File: config.mk
export PLATFORM = sky130hd
export DESIGN_NAME = wb_master_bridge
export DESIGN_NICKNAME = d
export VERILOG_FILES = /design/src/rtl/wb_master_bridge.sv
export SDC_FILE = /design/constraint.sdc
export NUM_CORES = 1
export LEC_CHECK = 0
export ABC_AREA = 1
export ABC_CLOCK_PERIOD_IN_PS = 5100
export BUFFER_PORTS_ARGS = -buffer_cell sky130_fd_sc_hd__buf_2
export CORE_ASPECT_RATIO = 2
export CORE_MARGIN = 3
export CORE_UTILIZATION = 50
export CTS_CLUSTER_DIAMETER = 60
export CTS_CLUSTER_SIZE = 12
export DETAILED_ROUTE_END_ITERATION = 6
export PLACE_DENSITY_LB_ADDON = 0.08
export SETUP_SLACK_MARGIN = 0.05
export SLEW_MARGIN = 20
export SYNTH_ARGS = -nofsm -noshare
export SYNTH_HDL_FRONTEND = slang
export SYNTH_SLANG_ARGS = --single-unit
File: constraint.sdc
create_clock -name clk -period 5.1 [get_ports clk]
set_input_delay 0.255 -clock clk [delete_from_list [all_inputs] [get_ports clk]]
set_output_delay 0.255 -clock clk [all_outputs]
set_load 0.02 [all_outputs]
File: src/rtl/wb_master_bridge.sv
// Bridges a single-request core load/store port to a classic Wishbone master
// interface. A watchdog turns a missing ack into an error response.
module wb_master_bridge #(
  parameter int unsigned AW      = 32,
  parameter int unsigned DW      = 32,
  parameter int unsigned TIMEOUT = 16
) (
  input  logic            clk,
  input  logic            reset,
  input  logic            req_valid,
  output logic            req_ready,
  input  logic            req_we,
  input  logic [AW-1:0]   req_addr,
  input  logic [DW-1:0]   req_wdata,
  input  logic [DW/8-1:0] req_sel,
  output logic            rsp_valid,
  output logic [DW-1:0]   rsp_rdata,
  output logic            rsp_err,
  output logic            cyc_o,
  output logic            stb_o,
  output logic            we_o,
  output logic [AW-1:0]   adr_o,
  output logic [DW-1:0]   dat_o,
  output logic [DW/8-1:0] sel_o,
  input  logic [DW-1:0]   dat_i,
  input  logic            ack_i,
  input  logic            err_i
);

  localparam int unsigned SW = DW / 8;

  typedef enum logic [1:0] {IDLE, BUS, RESP} state_t;

  state_t          state_q, state_d;
  logic [7:0]      cnt_q, cnt_d;
  logic            ready_q, ready_d;
  logic            rsp_valid_q, rsp_valid_d;
  logic [DW-1:0]   rsp_rdata_q, rsp_rdata_d;
  logic            rsp_err_q, rsp_err_d;
  logic            cyc_q, cyc_d;
  logic            stb_q, stb_d;
  logic            we_q, we_d;
  logic [AW-1:0]   adr_q, adr_d;
  logic [DW-1:0]   dat_q, dat_d;
  logic [SW-1:0]   sel_q, sel_d;

  always_comb begin
    state_d     = state_q;
    cnt_d       = cnt_q;
    ready_d     = ready_q;
    rsp_valid_d = 1'b0;
    rsp_rdata_d = rsp_rdata_q;
    rsp_err_d   = rsp_err_q;
    cyc_d       = cyc_q;
    stb_d       = stb_q;
    we_d        = we_q;
    adr_d       = adr_q;
    dat_d       = dat_q;
    sel_d       = sel_q;
    unique case (state_q)
      IDLE: begin
        ready_d = 1'b1;
        if (req_valid) begin
          we_d    = req_we;
          adr_d   = req_addr & ~AW'(3);
          dat_d   = req_wdata;
          sel_d   = req_sel;
          cyc_d   = 1'b1;
          stb_d   = 1'b1;
          ready_d = 1'b0;
          cnt_d   = '0;
          state_d = BUS;
        end
      end
      BUS: begin
        if (err_i || ack_i || (cnt_q == 8'(TIMEOUT - 1))) begin
          cyc_d       = 1'b0;
          stb_d       = 1'b0;
          we_d        = 1'b0;
          rsp_valid_d = 1'b1;
          state_d     = RESP;
          // Error and timeout share one exit; err outranks a simultaneous ack.
          if (err_i || !ack_i) begin
            rsp_err_d   = 1'b1;
            rsp_rdata_d = '0;
          end else begin
            rsp_err_d   = 1'b0;
            rsp_rdata_d = we_q ? '0 : dat_i;
          end
        end else begin
          cnt_d = cnt_q + 8'd1;
        end
      end
      RESP: begin
        ready_d = 1'b1;
        state_d = IDLE;
      end
      default: state_d = IDLE;
    endcase
  end

  always_ff @(posedge clk or posedge reset) begin
    if (reset) begin
      state_q     <= IDLE;
      cnt_q       <= '0;
      ready_q     <= 1'b1;
      rsp_valid_q <= 1'b0;
      rsp_rdata_q <= '0;
      rsp_err_q   <= 1'b0;
      cyc_q       <= 1'b0;
      stb_q       <= 1'b0;
      we_q        <= 1'b0;
      adr_q       <= '0;
      dat_q       <= '0;
      sel_q       <= '0;
    end else begin
      state_q     <= state_d;
      cnt_q       <= cnt_d;
      ready_q     <= ready_d;
      rsp_valid_q <= rsp_valid_d;
      rsp_rdata_q <= rsp_rdata_d;
      rsp_err_q   <= rsp_err_d;
      cyc_q       <= cyc_d;
      stb_q       <= stb_d;
      we_q        <= we_d;
      adr_q       <= adr_d;
      dat_q       <= dat_d;
      sel_q       <= sel_d;
    end
  end

  assign req_ready = ready_q;
  assign rsp_valid = rsp_valid_q;
  assign rsp_rdata = rsp_rdata_q;
  assign rsp_err   = rsp_err_q;
  assign cyc_o     = cyc_q;
  assign stb_o     = stb_q;
  assign we_o      = we_q;
  assign adr_o     = adr_q;
  assign dat_o     = dat_q;
  assign sel_o     = sel_q;

endmodule

==> impl_metrics.env, run 1 <==
export IMPL_mostFrequentLayoutCell="nand2_1"
export IMPL_cts_setup_buffers=0
export IMPL_setup_viol=0
export IMPL_setup_worst_path_start_class="flop"
export IMPL_grt_antenna_before_repair=1
export IMPL_drv_slew=0
export IMPL_synthDistinctLibCells=23
export IMPL_grt_overflow=0
export IMPL_clock_sinks=113
export IMPL_tightest_slew_ns=0.8839
export IMPL_critPathKind="reg -> reg"
export IMPL_cts_repair_resized=0
export IMPL_gr_usage_all_layers_pct=22.96
export IMPL_cts_buffers=17
export IMPL_first_iter_violations=171
export IMPL_io_pins=212
export IMPL_final_nets=829
export IMPL_cts_root_buf="clkbuf_16"
export IMPL_layout_common_cells="nand2_1, buf_2, dfrtp_1, clkbuf_16, o21ai_0"
export IMPL_dp_hpwl_um=7844
export IMPL_fin_cells=836
export IMPL_portBuffers=207
export IMPL_crit_fanout=69
export IMPL_wl_um=11400
export IMPL_cts_path_max_buffers=2
export IMPL_status="complete, no violations"
export IMPL_ant_nets=0
export IMPL_synth_top_family_by_area="simple AND/OR/NAND/NOR gates"
export IMPL_drt_first_pass_iters=4
export IMPL_synth_adder_area_share_pct=0.2749
export IMPL_report_power_total_mw=3.570
export IMPL_die_h_um=140.9
export IMPL_post_synth_mux_area_share_pct=0
export IMPL_grt_pass1_vias=4064
export IMPL_rsz0062_at_grt="no"
export IMPL_fillers=739
export IMPL_drive_above_1_share_pct=35.24
export IMPL_via_per_inst=4.897
export IMPL_p_leak_nw=3.581
export IMPL_vdd_drop_max_v=0.0003482
export IMPL_placedCellCount=803
export IMPL_dieArea_sq_um=10350
export IMPL_hold_viol_final=0
export IMPL_synth_compound_area_share_pct=4.343
export IMPL_gp_congestion=0.7083
export IMPL_final_min_clock_period_ns=1.820
export IMPL_cap_violations=0
export IMPL_grt_start_max_net_pins=78
export IMPL_wl_per_cell_um=13.64
export IMPL_synth_seq_cells=113
export IMPL_drc=0
export IMPL_synthSimpleGateAreaFrac_pct=28.48
export IMPL_critical_path_required_ns=5.39
export IMPL_slew_headroom_pct=41.01
export IMPL_timing_final_crit_share_pct=35.69
export IMPL_ctsHoldBuffers=0
export IMPL_worstSkewPairLatency_ns=0.40
export IMPL_htree_levels=4
export IMPL_hold_class="in -> async"
export IMPL_seq_area_frac_synth_pct=62.15
export IMPL_dieWidth_um=73.47
export IMPL_tns_ns=0
export IMPL_fmax_mhz=549.4
export IMPL_synthesis_yosys_warnings=0
export IMPL_areaGrowthSynthToFinish_pct=36.81
export IMPL_synthesis_area_sq_um=4552
export IMPL_arrival_ns=2.11
export IMPL_end_kind="flop"
export IMPL_start_util_pct=51.91
export IMPL_placementRows=48
export IMPL_p_per_area_nw_per_um2=573.2
export IMPL_fin_skew_ns=0.005540
export IMPL_synthCells=521
export IMPL_syn_avg_cell_area_sq_um=8.737
export IMPL_vias=4094
export IMPL_grt_pass1_wl_um=18370
export IMPL_core_area_sq_um=8768
export IMPL_synth_xor_area_share_pct=0.3848
export IMPL_cts_tree="done"
export IMPL_clk_pin_slew_ns=0.05
-- sequential cells by signal (all words and copies together) (netlist names) --
| signal | cells |
|---|---|
| adr_o | 30 |
| stb_o | 1 |
| state_q | 2 |
| dat_o | 32 |
| rsp_rdata | 32 |
| rsp_valid | 1 |
| req_ready | 1 |
| rsp_err | 1 |
| sel_o | 4 |
| cnt_q | 8 |
| we_o | 1 |
-- path summary, 6_finish.rpt --
kind / depth (start not counted) / from / end / slack, ns
setup reg to reg: 9 / cnt_q[0] / rsp_err / 3.28
min in group clk: 3 / req_wdata[20] / dat_o[20] / 0.04
max in group asynchronous: 3 / reset / adr_o[13] / 3.96
hold / removal: 2 / reset / rsp_rdata[9] / 0.007
hold reg to reg: 2 / dat_o[23] / dat_o[23] / 0.47
setup / recovery: 9 / cnt_q[0] / rsp_err / 3.28
-- cells by family (layout without fill, tap and decap cells) --
logic type	count (synthesis)	after routing
fa+ha+maj	1	1
flops	113	113
compound gates	34	34
other cells	1	3
xor+xnor	2	2
buf+inv	41	254
simple gates	329	329
-- where the power goes --
group / total, mW / leakage (nW) / internal [mW] / switching [mW]
logic: 1.04 / 1.83 / 0.328 / 0.713
registers: 1.29 / 1.45 / 1.16 / 0.138
clock network: 1.24 / 0.303 / 0.838 / 0.398
-- routing by layer --
metal,global-route usage [%],routed length [um],up-vias
met3,9.065,1021,27
met1,26.08,4318,1897
met2,37.36,5733,178
met4,10.12,330,0
li1,-,-,1992
met5,0,0,-
-- cell type report --
class                           count  area, sq um  area share (%)
Antenna cell                        1        2.502         0.04018
Inverter                           13        52.55          0.8439
Sequential cell                   113         2829           45.43
Multi-Input combinational cell    368         1546           24.83
Clock inverter                     11        160.2           2.572
Clock buffer                       21        460.4           7.394
Tap cell                          100        125.1           2.009
Timing Repair Buffer              209         1051           16.88
-- per-stage QoR --
stage	area [sq um]	util [%]	hold slack (ns)	worst slack [ns]
2_1_floorplan	4556	-	0.3646	1.859
3_3_place_gp	5593	63.78	0.4476	2.973
3_5_place_dp	5598	63.84	0.4527	2.914
4_1_cts	6218	70.92	0.02640	2.874
5_1_grt	6227	71.02	0.03572	3.116
6_report	6227	71.02	0.007222	3.280
-- critical path, cell delays in order, from the launching register on --
cell and delay (ns):
dfrtp_1 0.41, ha_1 0.23, nand2_2 0.13, nor2_4 0.05, nand3_2 0.07, nand2_2 0.06
nand2_4 0.49, inv_1 0.12, nand2_1 0.08, nand2_1 0.05
-- Yosys cell counts --
master | count | area (sq um)
buf_4 | 3 | 22.52
buf_2 | 12 | 60.06
inv_1 | 11 | 41.29
nor2_4 | 2 | 22.52
o21bai_1 | 2 | 15.01
o21ai_1 | 10 | 50.05
ha_1 | 1 | 12.51
nand3_2 | 3 | 30.03
nand2_2 | 3 | 18.77
nand3_1 | 10 | 50.05
inv_2 | 2 | 7.510
nand3b_1 | 1 | 7.510
conb_1 | 1 | 3.750
xor2_1 | 2 | 17.52
dfstp_2 | 1 | 26.28
dfrtp_1 | 112 | 2803
nand2_1 | 295 | 1107
nor3b_1 | 1 | 7.510
nor2_1 | 14 | 52.55
o21ai_2 | 6 | 52.55
o21ai_0 | 16 | 80.08
clkbuf_1 | 11 | 41.29
buf_6 | 2 | 22.52
Note: power is estimated with default switching activity, not from simulation.
==> run 2: changes to the inputs <==
ABC_CLOCK_PERIOD_IN_PS = 1700   (was 5100)
CORE_UTILIZATION = 47   (was 50)
clock period = 1.7 ns   (was 5.1 ns; I/O delays follow)
==> impl_metrics.env, run 2 (synthesis results as in run 1) <==
export IMPL_report_power_total_mw=11.23
export IMPL_mostFrequentLayoutCell="nand2_1"
export IMPL_start_util_pct=48.51
export IMPL_path_cells="ha_1, nand2_2, nor2_4, nand3_2, nand2_2, nand2_2, buf_4, nand2_1, o21ai_1"
export IMPL_clk_pin_slew_ns=0.05
export IMPL_cts_buffers=17
export IMPL_hold_viol_final=0
export IMPL_htree_levels=4
export IMPL_p_per_area_nw_per_um2=1519
export IMPL_drive_above_1_share_pct=32.11
export IMPL_layout_common_cells="nand2_1, buf_2, dfrtp_1, dlygate4sd3_1, clkbuf_16"
export IMPL_end_kind="flop"
export IMPL_critical_path_required_ns=2.02
export IMPL_ant_nets=0
export IMPL_setup_worst_path_start_class="flop"
export IMPL_dieArea_sq_um=10970
export IMPL_die_h_um=145.2
export IMPL_placedCellCount=815
export IMPL_hold_end="rsp_err"
export IMPL_timing_rr_start="cnt_q[0]"
export IMPL_grt_antenna_before_repair=0
export IMPL_fillers=619
export IMPL_cp_common_cell="nand2_2"
export IMPL_vdd_drop_max_v=0.0009575
export IMPL_critPathKind="reg -> reg"
export IMPL_p_leak_nw=4.059
export IMPL_portBuffers=207
export IMPL_grt_overflow=0
export IMPL_grt_pass1_vias=4627
export IMPL_wl_um=13120
export IMPL_wl_per_cell_um=13.84
export IMPL_final_nets=938
export IMPL_grt_start_max_net_pins=81
export IMPL_first_iter_violations=145
export IMPL_final_min_clock_period_ns=1.529
export IMPL_whs_path_depth=4
export IMPL_min_from="ack_i"
export IMPL_pre_cts_slack_ns=0.1520
export IMPL_gr_usage_all_layers_pct=24.73
export IMPL_fmax_mhz=654.1
export IMPL_status="complete, no violations"
export IMPL_tns_ns=0
export IMPL_drt_first_pass_iters=4
export IMPL_dieWidth_um=75.59
export IMPL_core_area_sq_um=9384
export IMPL_dp_hpwl_um=8170
export IMPL_arrival_ns=1.85
export IMPL_cts_tree="done"
export IMPL_rsz0062_at_grt="no"
export IMPL_grt_pass1_wl_um=20910
export IMPL_io_pins=212
export IMPL_max_stage_delay_ns=0.39
export IMPL_fin_cells=948
export IMPL_areaGrowthSynthToFinish_pct=62.53
export IMPL_worstSkewPairLatency_ns=0.40
export IMPL_reg2reg_setup_slack_ns=0.17
export IMPL_clock_sinks=113
export IMPL_fin_ws_ns=0.1713
export IMPL_fin_skew_ns=0.007101
export IMPL_via_per_inst=4.816
export IMPL_setup_worst_path_start="cnt_q[0]"
export IMPL_n_antenna_cell=0
export IMPL_cts_root_buf="clkbuf_16"
export IMPL_cap_violations=0
export IMPL_gp_congestion=0.7411
export IMPL_drv_slew=0
export IMPL_crit_fanout=19
export IMPL_cts_path_max_buffers=2
export IMPL_setup_viol=0
export IMPL_slowest_stage="dfrtp_1"
export IMPL_reg2reg_depth=9
export IMPL_hold_class="in -> reg"
export IMPL_drc=0
export IMPL_timing_final_crit_share_pct=89.93
export IMPL_placementRows=50
export IMPL_reg2reg_to="rsp_rdata[18]"
export IMPL_vias=4566
run 2: power breakdown:
part / internal (mW) / switching (mW)
combinational: 1.22 / 2.24
sequential: 3.47 / 0.412
clock: 2.67 / 1.22
run 2: final cells by class:
type	instances	area, sq um	area share (%)
multi-input combinational	368	1539	20.80
clock buffer	19	452.9	6.122
tap	104	130.1	1.759
inverter	13	52.55	0.7103
sequential	113	2829	38.24
clock inverter	13	209.0	2.824
timing repair buffer	318	2186	29.55
run 2: how the worst max path moves through the flow:
stage                     to  slack (ns)  depth (start not counted)
3_5_place_dp   rsp_rdata[24]        0.15                          8
6_report       rsp_rdata[18]        0.17                          9
2_1_floorplan      adr_o[10]        0.24                          1
4_1_cts        rsp_rdata[24]        0.15                          8
5_1_grt        rsp_rdata[18]        0.03                          9
3_3_place_gp   rsp_rdata[21]        0.21                          8
run 2: through the flow:
stage / hold WS (ns) / instance area (sq um) / util, %
final: 0.01380 / 7398 / 78.84
after global routing: 0.01729 / 7398 / 78.84
after CTS: 0.005175 / 7385 / 78.69
after detailed placement: 0.2484 / 5722 / 60.97
after global placement: 0.2485 / 5722 / 60.97
after floorplan: 0.1946 / 4559 / -
run 2: layer usage:
| metal | part of all wire (%) | routed length, um | global-route usage [%] |
|---|---|---|---|
| met1 | 37 | 4794 | 26.02 |
| met3 | 4.9 | 645 | 6.657 |
| met2 | 55 | 7190 | 42.94 |
| met4 | 3.7 | 490 | 12.43 |
| met5 | 0 | 0 | 0 |
run 2: critical path: cells and delay by family, from the launching register on:
family,cells,cell delay [ns]
and+or+nand+nor,6,0.49
adders and majority gates,1,0.23
AOI/OAI and AO/OA,1,0.09
DFF,1,0.39
buffers and inverters,1,0.24
run 2: repair_timing:
| action | 4_1_cts | 5_1_grt |
|---|---|---|
| setup buffers | 0 | 1 |
| setup endpoints to repair | 0 | 14 |
| hold endpoints to repair | 211 | 0 |
| gates resized for setup | 0 | 3 |
| hold buffers | 100 | 0 |
